==> src/rtl/tnoc_input_port_requester.sv <==
// tnoc_input_port_requester
// Requester side of the input-port / output-port-controller handshake.
// Each virtual channel runs a small IDLE/HEADER/BODY framing FSM, latches
// the one-hot route of its header flit and drives request, start/end of
// packet and free toward the single output port it is routed to.
// Optional feature: define TNOC_INPUT_REQUESTER_WATCHDOG_EN to build a
// per-VC stall counter that flags a request left ungranted for
// WATCHDOG_CYCLES cycles through o_protocol_error.
module tnoc_input_port_requester #(
    parameter int CHANNELS        = 2,
    parameter int WATCHDOG_CYCLES = 1024
) (
    input  logic                  clk,
    input  logic                  rst_n,
    input  logic [CHANNELS-1:0]   i_valid,
    input  logic [CHANNELS-1:0]   i_head,
    input  logic [CHANNELS-1:0]   i_tail,
    input  logic [5*CHANNELS-1:0] i_route,
    output logic [CHANNELS-1:0]   o_pop,
    output logic [5*CHANNELS-1:0] o_request,
    output logic [5*CHANNELS-1:0] o_start_of_packet,
    output logic [5*CHANNELS-1:0] o_end_of_packet,
    output logic [5*CHANNELS-1:0] o_free,
    input  logic [5*CHANNELS-1:0] i_grant,
    output logic                  o_protocol_error
);

    typedef enum logic [1:0] {
        IDLE   = 2'd0,
        HEADER = 2'd1,
        BODY   = 2'd2
    } state_t;

    logic [CHANNELS-1:0] vc_error;
    logic [CHANNELS-1:0] stray_grant;
    logic                error_event;
    logic                error_reg;

`ifdef TNOC_INPUT_REQUESTER_WATCHDOG_EN
    localparam int STALL_W = $clog2(WATCHDOG_CYCLES + 1);
    localparam logic [STALL_W-1:0] STALL_MAX = STALL_W'(WATCHDOG_CYCLES);
    logic [CHANNELS-1:0] stall_hit;
`endif

    genvar gi;
    generate
        for (gi = 0; gi < CHANNELS; gi++) begin : g_vc
            state_t     state_reg;
            state_t     state_next;
            logic [4:0] route_reg;
            logic [4:0] route_next;
            logic [4:0] in_route;
            logic [4:0] request;
            logic [4:0] eff_grant;
            logic       route_onehot;
            logic       granted;
            logic       framing_error;

            assign in_route     = i_route[5*gi +: 5];
            assign route_onehot = (in_route != 5'd0) &&
                                  ((in_route & (in_route - 5'd1)) == 5'd0);

            // Only the latched port bit is ever driven, and only while a
            // packet is open and its current flit is present.
            assign request   = (state_reg != IDLE && i_valid[gi]) ? route_reg : 5'd0;
            assign eff_grant = i_grant[5*gi +: 5] & request;
            assign granted   = |eff_grant;

            assign o_request[5*gi +: 5]         = request;
            assign o_start_of_packet[5*gi +: 5] = (state_reg == HEADER) ? request : 5'd0;
            assign o_end_of_packet[5*gi +: 5]   = i_tail[gi] ? eff_grant : 5'd0;
            assign o_free[5*gi +: 5]            = i_tail[gi] ? eff_grant : 5'd0;
            assign o_pop[gi]                    = granted;

            assign stray_grant[gi] = |(i_grant[5*gi +: 5] & ~request);
            assign vc_error[gi]    = framing_error;

            // Framing FSM: next state, route capture and framing errors
            always_comb begin
                state_next    = state_reg;
                route_next    = route_reg;
                framing_error = 1'b0;
                case (state_reg)
                    IDLE: begin
                        if (i_valid[gi]) begin
                            if (i_head[gi] && route_onehot) begin
                                state_next = HEADER;
                                route_next = in_route;
                            end else begin
                                framing_error = 1'b1;
                            end
                        end
                    end
                    HEADER: begin
                        if (granted) begin
                            state_next = i_tail[gi] ? IDLE : BODY;
                        end
                    end
                    BODY: begin
                        // A stray header flag mid-packet is carried as body data.
                        if (i_valid[gi] && i_head[gi]) begin
                            framing_error = 1'b1;
                        end
                        if (granted && i_tail[gi]) begin
                            state_next = IDLE;
                        end
                    end
                    default: begin
                        state_next = IDLE;
                    end
                endcase
            end

            // FSM state and latched route registers
            always_ff @(posedge clk or negedge rst_n) begin
                if (!rst_n) begin
                    state_reg <= IDLE;
                    route_reg <= 5'd0;
                end else begin
                    state_reg <= state_next;
                    route_reg <= route_next;
                end
            end

`ifdef TNOC_INPUT_REQUESTER_WATCHDOG_EN
            logic [STALL_W-1:0] stall_reg;

            // Stall counter: counts ungranted request cycles, saturating
            always_ff @(posedge clk or negedge rst_n) begin
                if (!rst_n) begin
                    stall_reg <= '0;
                end else if (state_reg == IDLE || granted) begin
                    stall_reg <= '0;
                end else if (request != 5'd0 && stall_reg != STALL_MAX) begin
                    stall_reg <= stall_reg + 1'b1;
                end
            end

            assign stall_hit[gi] = (stall_reg == STALL_MAX);
`endif
        end
    endgenerate

`ifdef TNOC_INPUT_REQUESTER_WATCHDOG_EN
    assign error_event = (|vc_error) | (|stray_grant) | (|stall_hit);
`else
    assign error_event = (|vc_error) | (|stray_grant);
`endif

    // Sticky protocol error flag, cleared only by reset
    always_ff @(posedge clk or negedge rst_n) begin
        if (!rst_n) begin
            error_reg <= 1'b0;
        end else if (error_event) begin
            error_reg <= 1'b1;
        end
    end

    assign o_protocol_error = error_reg;

endmodule

==> config.mk <==
export PLATFORM = sky130hd
export DESIGN_NAME = tnoc_input_port_requester
export DESIGN_NICKNAME = d
export VERILOG_FILES = /design/src/rtl/tnoc_input_port_requester.sv
export SDC_FILE = /design/constraint.sdc
export NUM_CORES = 1
export LEC_CHECK = 0
export ABC_AREA = 1
export CORE_MARGIN = 2
export CORE_UTILIZATION = 60
export CTS_BUF_LIST = sky130_fd_sc_hd__clkbuf_16
export DETAILED_ROUTE_END_ITERATION = 6
export DONT_BUFFER_PORTS = 1
export PLACE_DENSITY = 0.76
export SYNTH_ARGS = -nofsm -noshare
export SYNTH_HDL_FRONTEND = slang
export SYNTH_SLANG_ARGS = --single-unit
==> constraint.sdc <==
create_clock -name clk -period 1.6 [get_ports clk]
set_input_delay 0.24 -clock clk [delete_from_list [all_inputs] [get_ports clk]]
set_output_delay 0.24 -clock clk [all_outputs]
set_load 0.005 [all_outputs]
==> impl_metrics.env <==
export IMPL_cp_start_kind="register"
export IMPL_avgSynthCellArea_um2=6.32
export IMPL_fin_setup_tns_ps=0
export IMPL_synth_yosys_seq_area_share_pct=28.1
export IMPL_dp_hpwl_um=2390
export IMPL_grt_max_degree=16
export IMPL_final_core_util_pct=65.3
export IMPL_ir_worst_vdd_v=0.000750
export IMPL_grt_pass1_vias=1164
export IMPL_grt_util_all_layers_pct=24.4
export IMPL_crit_chain="inv_2 > nand2_4 > nand2_4 > nor2_4 > nand2_2 > nor2_1"
export IMPL_setup_violations_final=0
export IMPL_status="completed"
export IMPL_finalCritPeriodShare_pct=95.0
export IMPL_worst_path_buf_inv=1
export IMPL_dr_pass1_iters=4
export IMPL_core_area_mm2=0.00215
export IMPL_synth_nets=239
export IMPL_p_total_mw=1.99
export IMPL_io_buffers=0
export IMPL_clock_power_share_pct=23.0
export IMPL_p_sw_share_pct=41.8
export IMPL_fp_dieH_um=51.2
export IMPL_crit_fanout=4
export IMPL_final_antenna_net_count=0
export IMPL_ioPinCount=71
export IMPL_intPower_mw=1.16
export IMPL_p_leak_nw=0.865
export IMPL_ys_ff_latch=15
export IMPL_worstPathRequired_ps=1360
export IMPL_netlist_instances=211
export IMPL_tightest_slew_ps=635
export IMPL_fp_row_count=17
export IMPL_cap_violations=0
export IMPL_placed_area_mm2=0.00127
export IMPL_avgViaCountPerCell=5.32
export IMPL_numCtsBuffers=3
export IMPL_initial_core_util_pct=62.1
export IMPL_grt_overflow=0
export IMPL_drt_wl_total_um=2860
export IMPL_antenna_found_initial=0
export IMPL_p_seq_share_pct=34.5
export IMPL_clk_latency_ps=240
export IMPL_synth_area_mm2=0.00133
export IMPL_max_freq_ghz=0.658
export IMPL_path_delay_family="simple AND/OR/NAND/NOR gates"
export IMPL_path_clk_slew_ps=40
export IMPL_nNetsFinal=234
export IMPL_end_kind="output pin"
export IMPL_fin_crit_ps=1520
export IMPL_drt_initial_drc_count=19
export IMPL_die_area_mm2=0.00262
export IMPL_finalHoldViolCount=0
export IMPL_power_density_mw_per_mm2=1420
export IMPL_netSwitchingPower_uw=833
export IMPL_n_fill_cell=202
export IMPL_gp_congestion=0.807
export IMPL_fin_area_mm2=0.00140
export IMPL_slowest_stage="dfrtp_1"
export IMPL_grt_use_met3_pct=4.97
export IMPL_cts_tree="built"
export IMPL_largest_register_ffs=10
export IMPL_clockRootBuffer="clkbuf_16"
export IMPL_criticalPathCategory="reg2out"
export IMPL_ys_warn_count=0
export IMPL_grt_util_met1_pct=32.1
export IMPL_drc=0
export IMPL_slew_violations=0
export IMPL_finalClockSkew_ps=2.56
export IMPL_drive_gt1_share_pct=19.0
export IMPL_antennaDiodeCount=0
export IMPL_grt_pass1_wl_um=4820
export IMPL_clock_sinks=15
export IMPL_syn_to_final_growth_pct=5.16
export IMPL_synth_distinct_cells=22
export IMPL_slew_headroom_pct=57.5
export IMPL_path_common_cell="nand2_4"
export IMPL_power_frac_comb_pct=42.5
export IMPL_avgRoutedWirePerCell_um=12.3
export IMPL_busiest_layer="met2"
export IMPL_htreeDepth=1
export IMPL_chipWidth_um=51.2
export IMPL_cp_arrival_ps=1280
export IMPL_clockBufferDepth=2
export IMPL_hp_class="in2reg"
export IMPL_vias=1239
export IMPL_met2_usage_pct=37.9
export IMPL_critPathMaxStageDelay_ps=410
layer usage:
layer	wire [um]	share of wire, %
met5	0	0
met4	40	1.4
met3	246	8.6
met2	1320	46
met1	1260	44
path summary, 6_finish.rpt:
path                            depth (start not counted)            startpoint  slack [ps]                   end
worst max-delay path                                    6  g_vc[1].state_reg[1]          80    o_end_of_packet[7]
worst min-delay path                                    2            i_route[5]         140  g_vc[1].route_reg[0]
worst max register to register                          6  g_vc[1].state_reg[1]         210  g_vc[1].route_reg[2]
worst min register to register                          2  g_vc[0].route_reg[0]         510  g_vc[0].route_reg[0]
max in group asynchronous                               1                 rst_n         720      o_protocol_error
min in group asynchronous                               1                 rst_n         470  g_vc[0].route_reg[4]
metrics by stage:
step	instances	hold WS, ps	setup slack (ps)
final	233	135	79.6
after floorplan	211	-55.6	230
after global routing	233	139	-0.655
after CTS	231	133	15.4
after detailed placement	226	-55.3	223
after global placement	226	-55.2	258
kinds of logic after synthesis:
family                 after synthesis  synth area share [%]
flip-flops                          15                  28.1
buffers and inverters               50                  18.0
AO/OA/AOI/OAI                       10                  3.75
AND/OR/NAND/NOR                    135                  49.4
XOR/XNOR                             1                 0.657
area by class of cell:
cell class	instances	area [um^2]	share of cell area (%)
Clock inverter	1	3.75	0.268
Clock buffer	3	75.1	5.35
Inverter	36	138	9.81
Sequential cell	15	375	26.8
Multi-Input combinational cell	146	743	53.0
Timing Repair Buffer	4	32.5	2.32
Tap cell	28	35.0	2.50
power by group through the flow:
stage	logic, mW	registers (mW)	clock network, mW
5_1_grt	0.968	0.711	0.491
6_report	0.846	0.687	0.458
3_5_place_dp	0.759	0.689	0
2_1_floorplan	0.680	0.644	0
3_3_place_gp	0.734	0.677	0
4_1_cts	0.780	0.684	0.472
Yosys cell counts:
master   number  area, um^2
nand2_1      59         221
a21oi_1       4        20.0
buf_4        13        97.6
nand2_4       3        33.8
inv_4         1        6.26
o21ai_1       4        20.0
nor2_2        4        25.0
o21ai_0       2        10.0
nand2_2       5        31.3
nor2_8        1        20.0
inv_1        29         109
nor2_1       28         105
nand3_2       1        10.0
buf_2         1        5.00
and2_0        1        6.26
nand4_1       3        18.8
dfrtp_1      15         375
nand3_1      23         115
inv_2         6        22.5
nor2_4        6        67.6
xor2_1        1        8.76
nor3_1        1        5.00
cell usage in the layout (no fill, tap or decap), types with 2 or more instances in the layout:
master	synthesis	routed
nand2_1	59	56
inv_1	29	29
nor2_1	28	27
nand3_1	23	23
dfrtp_1	15	15
inv_2	6	7
nor2_4	6	7
nand2_2	5	7
nand2_4	3	4
nor2_2	4	4
o21ai_1	4	4
a21oi_1	4	4
nand4_1	3	3
clkbuf_16	0	3
buf_4	13	3
o21ai_0	2	2
what timing repair did:
| item | CTS | global route |
|---|---|---|
| endpoints found under the setup margin | 1 | 9 |
| endpoints found under the hold margin | 15 | 0 |
| gates cloned | 0 | 0 |
| pin swaps | 0 | 3 |
| hold buffers | 1 | 0 |
| setup buffers | 0 | 2 |
| resized for setup | 1 | 7 |
(Power assumes the default switching activity.)
